[config.mk]
export PLATFORM = sky130hd
export DESIGN_NAME = temp_conv_seq
export DESIGN_NICKNAME = d
export VERILOG_FILES = /design/src/rtl/temp_conv_seq.sv
export SDC_FILE = /design/constraint.sdc
export NUM_CORES = 1
export LEC_CHECK = 0
export CORE_MARGIN = 10
export CORE_UTILIZATION = 60
export CTS_CLUSTER_DIAMETER = 40
export DETAILED_ROUTE_END_ITERATION = 6
export PLACE_DENSITY = 0.84
export SYNTH_ARGS = -nofsm -noshare
export SYNTH_HDL_FRONTEND = slang
export SYNTH_SLANG_ARGS = --single-unit
[constraint.sdc]
create_clock -name clk -period 9.4 [get_ports clk]
set_clock_uncertainty 0.15 [all_clocks]
set_input_delay 2.35 -clock clk [delete_from_list [all_inputs] [get_ports clk]]
set_output_delay 2.35 -clock clk [all_outputs]
set_load 0.02 [all_outputs]
[src/rtl/temp_conv_seq.sv]
// Temperature display controller: scales a DS18B20 sample by 625, converts it to BCD
// with a serial double-dabble engine, and drives a hysteresis-qualified over-temperature alarm.
module temp_conv_seq #(
  parameter bit NEG_TWOS  = 1'b1,
  parameter int ALARM_ON  = 28,
  parameter int ALARM_OFF = 26,
  parameter int ALARM_CNT = 2
) (
  input  logic        clk,
  input  logic        rst,
  input  logic [15:0] t_data,
  input  logic        t_valid,
  output logic        busy,
  output logic        t_drop,
  output logic [23:0] dis_data,
  output logic        dis_valid,
  output logic        en,
  output logic [1:0]  dbg_state
);

  typedef enum logic [1:0] {IDLE = 2'd0, CONV = 2'd1, DONE = 2'd2} state_t;

  localparam logic [3:0] CNT_MAX  = 4'(ALARM_CNT);
  localparam logic [4:0] LAST_ITER = 5'd20;

  state_t      state_q;
  logic        sign_q;
  logic [20:0] bin_q, bin_d;
  logic [27:0] bcd_q, bcd_d;
  logic [4:0]  iter_q;
  logic [3:0]  hot_cnt_q, hot_cnt_d;
  logic        en_d;

  logic [10:0] mag;
  logic [20:0] scaled;
  logic [27:0] bcd_adj;
  logic [6:0]  temp_int;
  logic        hot;
  logic        unused_bits;

  assign unused_bits = ^t_data[15:12];
  assign dbg_state   = state_q;

  always_comb begin
    mag    = (NEG_TWOS && t_data[11]) ? (~t_data[10:0] + 11'd1) : t_data[10:0];
    scaled = 21'(mag) * 21'd625;

    // Double-dabble step: pre-correct every digit >= 5, then shift {bcd, bin} left by one.
    bcd_adj = '0;
    for (int i = 0; i < 7; i++) begin
      bcd_adj[4*i +: 4] = (bcd_q[4*i +: 4] >= 4'd5) ? bcd_q[4*i +: 4] + 4'd3 : bcd_q[4*i +: 4];
    end
    bcd_d = {bcd_adj[26:0], bin_q[20]};
    bin_d = {bin_q[19:0], 1'b0};

    // Integer degrees come from the tens and units digits; hundreds are not displayed.
    temp_int  = 7'(bcd_q[23:20]) * 7'd10 + 7'(bcd_q[19:16]);
    hot       = !sign_q && (int'(temp_int) >= ALARM_ON);
    hot_cnt_d = !hot ? 4'd0 : (hot_cnt_q == CNT_MAX) ? hot_cnt_q : hot_cnt_q + 4'd1;

    en_d = en;
    if (hot_cnt_d == CNT_MAX) begin
      en_d = 1'b1;
    end else if (sign_q || int'(temp_int) < ALARM_OFF) begin
      en_d = 1'b0;
    end
  end

  always_ff @(posedge clk) begin
    if (rst) begin
      state_q   <= IDLE;
      sign_q    <= 1'b0;
      bin_q     <= '0;
      bcd_q     <= '0;
      iter_q    <= '0;
      hot_cnt_q <= '0;
      busy      <= 1'b0;
      t_drop    <= 1'b0;
      dis_data  <= 24'hA00000;
      dis_valid <= 1'b0;
      en        <= 1'b0;
    end else begin
      t_drop    <= 1'b0;
      dis_valid <= 1'b0;
      case (state_q)
        IDLE: begin
          busy <= 1'b0;
          if (t_valid) begin
            // The dis_valid cycle still counts as busy, so a sample there is dropped.
            if (dis_valid) begin
              t_drop <= 1'b1;
              busy   <= 1'b0;
            end else begin
              sign_q  <= t_data[11];
              bin_q   <= scaled;
              bcd_q   <= '0;
              iter_q  <= '0;
              busy    <= 1'b1;
              state_q <= CONV;
            end
          end
        end
        CONV: begin
          if (t_valid) t_drop <= 1'b1;
          bcd_q  <= bcd_d;
          bin_q  <= bin_d;
          iter_q <= iter_q + 5'd1;
          if (iter_q == LAST_ITER) state_q <= DONE;
        end
        DONE: begin
          if (t_valid) t_drop <= 1'b1;
          dis_data  <= {(sign_q ? 4'hB : 4'hA), bcd_q[23:4]};
          dis_valid <= 1'b1;
          hot_cnt_q <= hot_cnt_d;
          en        <= en_d;
          state_q   <= IDLE;
        end
        default: state_q <= IDLE;
      endcase
    end
  end

endmodule
# Word level (Yosys, flattened, before mapping)
# Index checks and enable logic that the tools add are counted.
# classes
addsub	11
multipliers	2
magnitude_cmp	9
eq_ne	8
muxes	33
bitwise	2
reduce_logical	11
# op_table
op	count
two-way mux 28 bit	2
one-hot mux 28 bit (2 select lines)	1
two-way mux 21 bit	2
one-hot mux 21 bit (2 select lines)	1
two-way mux 4 bit	8
>= comparator 4 x 3 -> 1 bit, second input constant	7
adder 4 x 2 -> 4 bit, second input constant	6
multiplier 11 x 10 -> 21 bit, second input constant	1
adder 11 x 1 -> 11 bit, second input constant	1
two-way mux 11 bit	1
inverter 11 bit	1
two-way mux 5 bit	2
one-hot mux 5 bit (2 select lines)	1
two-way mux 1 bit	9
AND reduction 3 bit	3
== test 4 x 2 -> 1 bit, second input constant	2
adder 7 x 4 -> 7 bit	1
>= comparator 7 x 5 -> 1 bit, second input constant	1
< comparator 7 x 5 -> 1 bit, second input constant	1
multiplier 4 x 3 -> 6 bit, second input constant	1
two-way mux 2 bit	3
!= test 2 bit, second input constant	3
adder 5 x 1 -> 5 bit, second input constant	1
== test 5 bit, second input constant	1
15 further kinds	16
# totals
ff_bits	89
in_bits	19
output_inout_bits	30
wordCells	87

# Logic depth before layout (Yosys ltp)
# Gate-level depths: netlist of the first run.
# logic_depth
depth_word	8
mapped_depth	22
depth_no_buf	21

# Least setup slack after synthesis of the first run
# Ideal clock, no wire load.
# synth_timing
kind	input port to flip-flop
start	in t_data[4]
end	reg bin_q[19]
arrival_time_ns	7.017
path_slack_ns	2.108
path_stages	21
path_cell_list	nor3_1 nand3_1 or2_2 o21ai_0 xor2_1 inv_1 fa_1 ha_1 inv_1 fa_1 inv_1 ha_1 ha_1 ha_1 clkbuf_1 a21o_1 a31oi_1 nor2_1 or3b_2 xnor2_1 o21ai_0
# synth_via
elab_chain_len	7
# synth_lines
item	line_no	text
start: declaration	11	input logic [15:0] t_data,
inverter 11 bit	45	mag = (NEG_TWOS && t_data[11]) ? (~t_data[10:0] + 11'd1) : t_data[10:0];
adder 11 x 1 -> 11 bit	45	
two-way mux 11 bit *	45	
multiplier 11 x 10 -> 21 bit *	46	scaled = 21'(mag) * 21'd625;
two-way mux 21 bit *	90	if (dis_valid) begin
two-way mux 21 bit *	88	if (t_valid) begin
one-hot mux 21 bit (2 select lines) *	85	case (state_q)
end signal: assignment	95	bin_q <= scaled;
end signal: assignment	106	bin_q <= bin_d;
end: declaration	28	logic [20:0] bin_q, bin_d;
# Mark *: on every way between the ends. The rest lies on a longest branch, timed or not. The select of a mux whose other input is x is not followed.
# A chain may end at the register's enable or synchronous reset.

# Worst setup path in the final report of the first run
# Same ends and word-level chain as after synthesis.

==> reports/results.ini, run 1 <==
[grt]
grt_usage_pct=18.8
grt_first_pass_wirelength_um=23500
antenna_found_initial=0
grt_overflow_total=0
grt_pass1_vias=5133
grt_max_degree=83

[yosys]
ys_ff_latch=82
async_flop_share_pct=0
synth_cell_types=56
seq_area_frac_synth_pct=26.7
syn_area_mm2=0.00615
synth_warnings=0
synth_area_per_cell_um2=8.44
synth_flop_cell=dfxtp_1
netlist_instances=729
synth_edf_count=0

[setup_path]
crit_cells=21
cp-start-kind=input pin
cp_common_cell=ha_1
critPathMaxStageDelay_ns=0.52
worstPathMaxFanout=9
r2r_slack_ns=6.41
critPathCaptureType=flip-flop
crit_slowest_cell=fa_1
crit_start=t_data[4]
path_class=input pin to flip-flop
crit_chain=clkdlybuf4s50_1, nor3_1, nand3_1, or2_2, o21ai_0, xor2_1, inv_1, fa_1, ha_1, inv_1, fa_1, inv_1, ha_1, ha_1, ha_1, a21o_1, a31oi_1, nor2_1, or3b_2, xnor2_1, o21ai_0
r2r_start=bcd_q[23]
cp.required_ns=9.50
setup.worst_path.end=bin_q[19]
critPathBufInv=4
r2r_cells=9
crit_family=adder cells
r2r-end=en
crit_arrival_ns=8.30

[clocking]
cts_root_buf=clkbuf_8
cts_htree_levels=3
cts_made_buffers=9
clk_pin_slew_ns=0.09
worstSkewPairLatency_ns=0.36
clkSinkCount=82
cts_tree=built
clockBufferDepth=2
ctsHoldBuffers=0
postCtsSetupBuffers=0
cts_resized=0

[floorplanning]
rows=36
die-area_mm2=0.0147
ioPinCount=49
initial_utilization_pct=62.4
die_w_um=121
die_h_um=121
core_region_area_mm2=0.00986

[power]
swShare_pct=44.2
power_density_mw_per_mm2=244
combPwrFrac_pct=58.8
p_switching_uw=733
clock_power_share_pct=17.6
p_seq_share_pct=23.6
vdd_drop_max_uv=177
p_int_uw=927
p_leak_uw=0.00291

[placed_design]
dpl.hpwl_um=10000
gp_congestion=0.833
dpl_cell_area_mm2=0.00658
placedCellCount=870
port_buffers=41

[layout]
multi_input_area_mm2=0.00405
final_nets=871
ff_latch_area_mm2=0.00164
final_cell_mix=ha_1, nor2_1, dfxtp_1
layout.cells.non_filler=886
n_antenna_cell=0
final_area_mm2=0.00680
post-route-util_pct=68.9
drive_gt1_share_pct=3.85
fillerInstances=746
layout_commonest_cell=ha_1
area_delta_synth_final_pct=10.5

[timing]
timing.fmax_mhz=122
hold_violations=0
grt_setup_unrepaired=false
worst_slew_margin_rel_pct=41.8
tightest_slew_ns=0.872
fin_crit_sh_pct=87.2
fin_hold_ws_ns=0.316
setup_violations=0
min_period_ns=8.20
maxSlewViolCount=0
finalSetupTns_ns=0

[hold_path]
hold_class=flip-flop to flip-flop

[routing]
antenna_left=0
drtIter0Drc=384
post_drt_wl_per_cell_um=15.2
drc=0
wirelength_um=13500
viasPerCell=5.80
firstDrtPassIters=7
vias=5142

[job]
drv_cap=0

[outcome]
status=complete, no violations

==> metrics by stage <==
step	worst slack (ns)	total power [µW]
2_1_floorplan	2.11	1160
3_3_place_gp	1.16	1310
3_5_place_dp	0.900	1350
4_1_cts	1.27	1650
5_1_grt	0.899	1810
6_report	1.20	1660
==> synth_stat cells, types with 4 or more instances <==
cell type	instances	area, µm²
a211oi_1	10	75.1
a21o_1	7	52.6
a21oi_1	44	220
a22oi_1	20	150
a31oi_1	5	31.3
buf_2	5	25.0
clkbuf_1	24	90.1
dfxtp_1	82	1640
fa_1	21	420
ha_1	83	1040
inv_1	76	285
mux2i_1	30	300
nand2_1	48	180
nand2b_1	11	68.8
nand3_1	9	45.0
nand3b_1	7	52.6
nand4_1	8	50.1
nor2_1	82	308
nor3_1	15	75.1
o211a_1	4	40.0
o211ai_1	4	30.0
o21ai_0	37	185
o31ai_1	4	30.0
or3b_2	4	35.0
xnor2_1	24	210
xor2_1	16	140
==> area by class of cell <==
cell class              count  share of cell area (%)
clock inverters             6                    1.40
inverters                  76                    4.20
well taps                 133                    2.45
multi-input cells         534                    59.5
repair buffers             45                    6.40
flip-flops and latches     82                    24.1
clock buffers              10                    1.88
==> metal layers <==
metal,share of wire (%),GRT usage (%)
met1,44,23.0
met2,49,32.2
met3,5.2,3.63
met4,1.6,6.48
met5,0,0
==> power groups by stage <==
stage               Clock, µW  Combinational, µW  Sequential, µW
floorplan                   0                763             395
detailed placement          0                955             399
finish                    293                976             392
global placement            0                909             397
global route              309               1110             394
CTS                       297                967             391
==> worst reg2reg max path, cell delays in order, from the launching register on <==
cell,delay (ns)
dfxtp_1,0.52
ha_1,0.30
ha_1,0.21
fa_1,0.42
xnor2_1,0.16
nand4_1,0.12
mux2i_1,0.10
o32a_2,0.24
or4b_1,0.54
a21oi_1,0.15
==> flip-flops by register name, summed over array words and instances, names as in the netlist <==
register / flops
bcd_q: 24
bin_q: 21
dis_data: 21
iter_q: 5
hot_cnt_q: 4
dbg_state: 2
busy: 1
dis_valid: 1
en: 1
sign_q: 1
t_drop: 1
==> worst min path at each step <==
stage | slack [ns] | start | depth (start not counted) | to
after global routing | 0.35 | bin_q[7] | 2 | bin_q[7]
after detailed placement | 0.31 | bin_q[7] | 2 | bin_q[7]
after global placement | 0.29 | bin_q[2] | 2 | bin_q[2]
after CTS | 0.32 | bin_q[7] | 2 | bin_q[7]
final | 0.32 | bin_q[7] | 2 | bin_q[7]
after floorplan | 0.28 | bin_q[2] | 2 | bin_q[2]
==> kinds of logic after synthesis <==
group	synth area share [%]
simple gates	15.3
buf+inv	7.63
mux	4.88
fa+ha+maj	23.7
compound gates	15.9
other cells	0.122
flops	26.7
xor+xnor	5.70
(Power assumes the default switching activity.)
==> inputs of run 2 (changes only) <==
CTS_CLUSTER_SIZE = 14   (was unset)
MAX_ROUTING_LAYER = met4   (was unset)
==> reports/results.ini, run 2 (synthesized netlist as in run 1, its figures left out) <==
[job]
drv_cap=0  ; unchanged

[setup_path]
crit_start=t_data[0]
cp-start-kind=input pin
r2r-end=en
r2r_cells=9  ; unchanged
cp.required_ns=9.50  ; about the same
crit_arrival_ns=8.02  ; -0.28 ns
r2r_slack_ns=6.43  ; +0.02 ns
path_class=input pin to flip-flop
worstPathMaxFanout=9  ; unchanged
crit_cells=21  ; unchanged
setup.worst_path.end=bin_q[19]
crit_family=adder cells
r2r_start=bcd_q[23]
crit_chain=clkdlybuf4s50_1, inv_1, nand3_1, or2_2, o21ai_0, xor2_1, inv_1, fa_1, ha_1, inv_1, fa_1, inv_1, ha_1, ha_1, ha_1, a21o_1, a31oi_1, nor2_1, or3b_2, xnor2_1, o21ai_0
critPathMaxStageDelay_ns=0.53  ; about the same
critPathCaptureType=flip-flop
critPathBufInv=5  ; +1
crit_slowest_cell=fa_1

[timing]
worst_slack_ns=1.49  ; +0.286 ns
maxSlewViolCount=0  ; unchanged
worst_slew_margin_rel_pct=44.6  ; +2.8 points
min_period_ns=7.91  ; -0.286 ns
setup_violations=0  ; unchanged
grt_setup_unrepaired=false
fin_crit_sh_pct=84.2  ; -3.0 points
tightest_slew_ns=0.831  ; -0.0414 ns
timing.fmax_mhz=126  ; +3.6%
finalSetupTns_ns=0  ; unchanged
hold_violations=0  ; unchanged

[clocking]
cts_resized=0  ; unchanged
cts_made_buffers=9  ; unchanged
clkSinkCount=82  ; unchanged
clk_pin_slew_ns=0.09  ; about the same
ctsHoldBuffers=0  ; unchanged
worstSkewPairLatency_ns=0.36  ; about the same
cts_root_buf=clkbuf_8
cts_htree_levels=3  ; unchanged
cts_tree=built
clockBufferDepth=2  ; unchanged
postCtsSetupBuffers=0  ; unchanged

[routing]
post_drt_wl_per_cell_um=15.2  ; +0.39%
drtIter0Drc=429  ; +12%
firstDrtPassIters=6  ; -1
vias=5108  ; -0.66%
antenna_left=0  ; unchanged
wirelength_um=13500  ; +0.39%
viasPerCell=5.77  ; -0.66%
drc=0  ; unchanged

[floorplanning]
die_h_um=121  ; unchanged
ioPinCount=49  ; unchanged
rows=36  ; unchanged
core_region_area_mm2=0.00986  ; unchanged
die_w_um=121  ; unchanged
initial_utilization_pct=62.4  ; unchanged
die-area_mm2=0.0147  ; unchanged

[grt]
grt_overflow_total=0  ; unchanged
grt_first_pass_wirelength_um=23100  ; -1.8%
grt_usage_pct=19.0  ; +0.22 points
grt_max_degree=83  ; unchanged
grt_pass1_vias=5100  ; -0.64%
antenna_found_initial=0  ; unchanged

[layout]
n_antenna_cell=0  ; unchanged
multi_input_area_mm2=0.00405  ; unchanged
final_nets=871  ; unchanged
fillerInstances=755  ; +1.2%
largest_register=bcd_q
largest_register_ffs=24  ; unchanged
final_cell_mix=ha_1, nor2_1, dfxtp_1
layout_commonest_cell=ha_1
ff_latch_area_mm2=0.00164  ; unchanged
area_delta_synth_final_pct=10.8
drive_gt1_share_pct=3.85  ; unchanged
largestRegisters=bcd_q: 24 flops, bin_q: 21 flops, dis_data: 21 flops

[power]
power_density_mw_per_mm2=245  ; +0.25%
vdd_drop_max_uv=168  ; -4.6%
p_leak_uw=0.00292  ; +0.31%

[placed_design]
post-place-ws_ns=1.13  ; +0.232 ns
dpl.hpwl_um=9840  ; -2.0%
port_buffers=41  ; unchanged
gp_congestion=0.821  ; -1.5%

[hold_path]
hold_class=flip-flop to flip-flop

[outcome]
status=complete, no violations

[run 2: cell types whose count changed in the layout (fill, tap and decap cells not counted)]
cell / previous run / this run
bufinv_16: 2 / 3
clkinv_2: 0 / 1
inv_6: 3 / 1
[run 2: through the flow]
| step | std cells | instance area [µm²] | utilization (%) | hold slack [ns] | power, µW |
|---|---|---|---|---|---|
| floorplan | 730 | 6150 | - | 0.279 | 1160 |
| global placement | 870 | 6580 | 66.7 | 0.290 | 1310 |
| detailed placement | 870 | 6580 | 66.7 | 0.305 | 1340 |
| CTS | 886 | 6820 | 69.1 | 0.318 | 1660 |
| global route | 886 | 6820 | 69.1 | 0.336 | 1820 |
| finish | 886 | 6820 | 69.1 | 0.312 | 1670 |
[run 2: metal layers]
metal / wire (µm) / track usage (%)
met1: 6070 / 23.6
met2: 6680 / 31.3
met3: 612 / 3.26
met4: 140 / 5.14
met5: 0 / -
[run 2: worst min-delay path by stage]
stage	startpoint	endpoint	cells after the start
finish	bin_q[7]	bin_q[7]	2
global route	bin_q[7]	bin_q[7]	2
CTS	bin_q[1]	bin_q[1]	2
detailed placement	bin_q[2]	bin_q[2]	2
global placement	bin_q[2]	bin_q[2]	2
floorplan	bin_q[2]	bin_q[2]	2
[run 2: final cells by class]
| cell class | count | area share [%] |
|---|---|---|
| Multi-Input combinational cell | 534 | 59.4 |
| Sequential cell | 82 | 24.1 |
| Timing Repair Buffer | 45 | 6.39 |
| Inverter | 76 | 4.19 |
| Tap cell | 133 | 2.44 |
| Clock buffer | 10 | 1.87 |
| Clock inverter | 6 | 1.65 |
[run 2: worst reg2reg max path, stage by stage, from the launching register on]
cell and delay [ns]:
dfxtp_1 0.52, ha_1 0.30, ha_1 0.21, fa_1 0.42, xor2_1 0.18, nand4_1 0.12, mux2i_1 0.08, o32a_2 0.24
or4b_1 0.54, a21oi_1 0.14
[run 2: where the power goes]
part	total, µW	switching (µW)	internal (µW)	leakage [µW]
logic	967	571	396	0.00213
clock network	309	132	178	0.000121
registers	392	16.0	376	0.000666
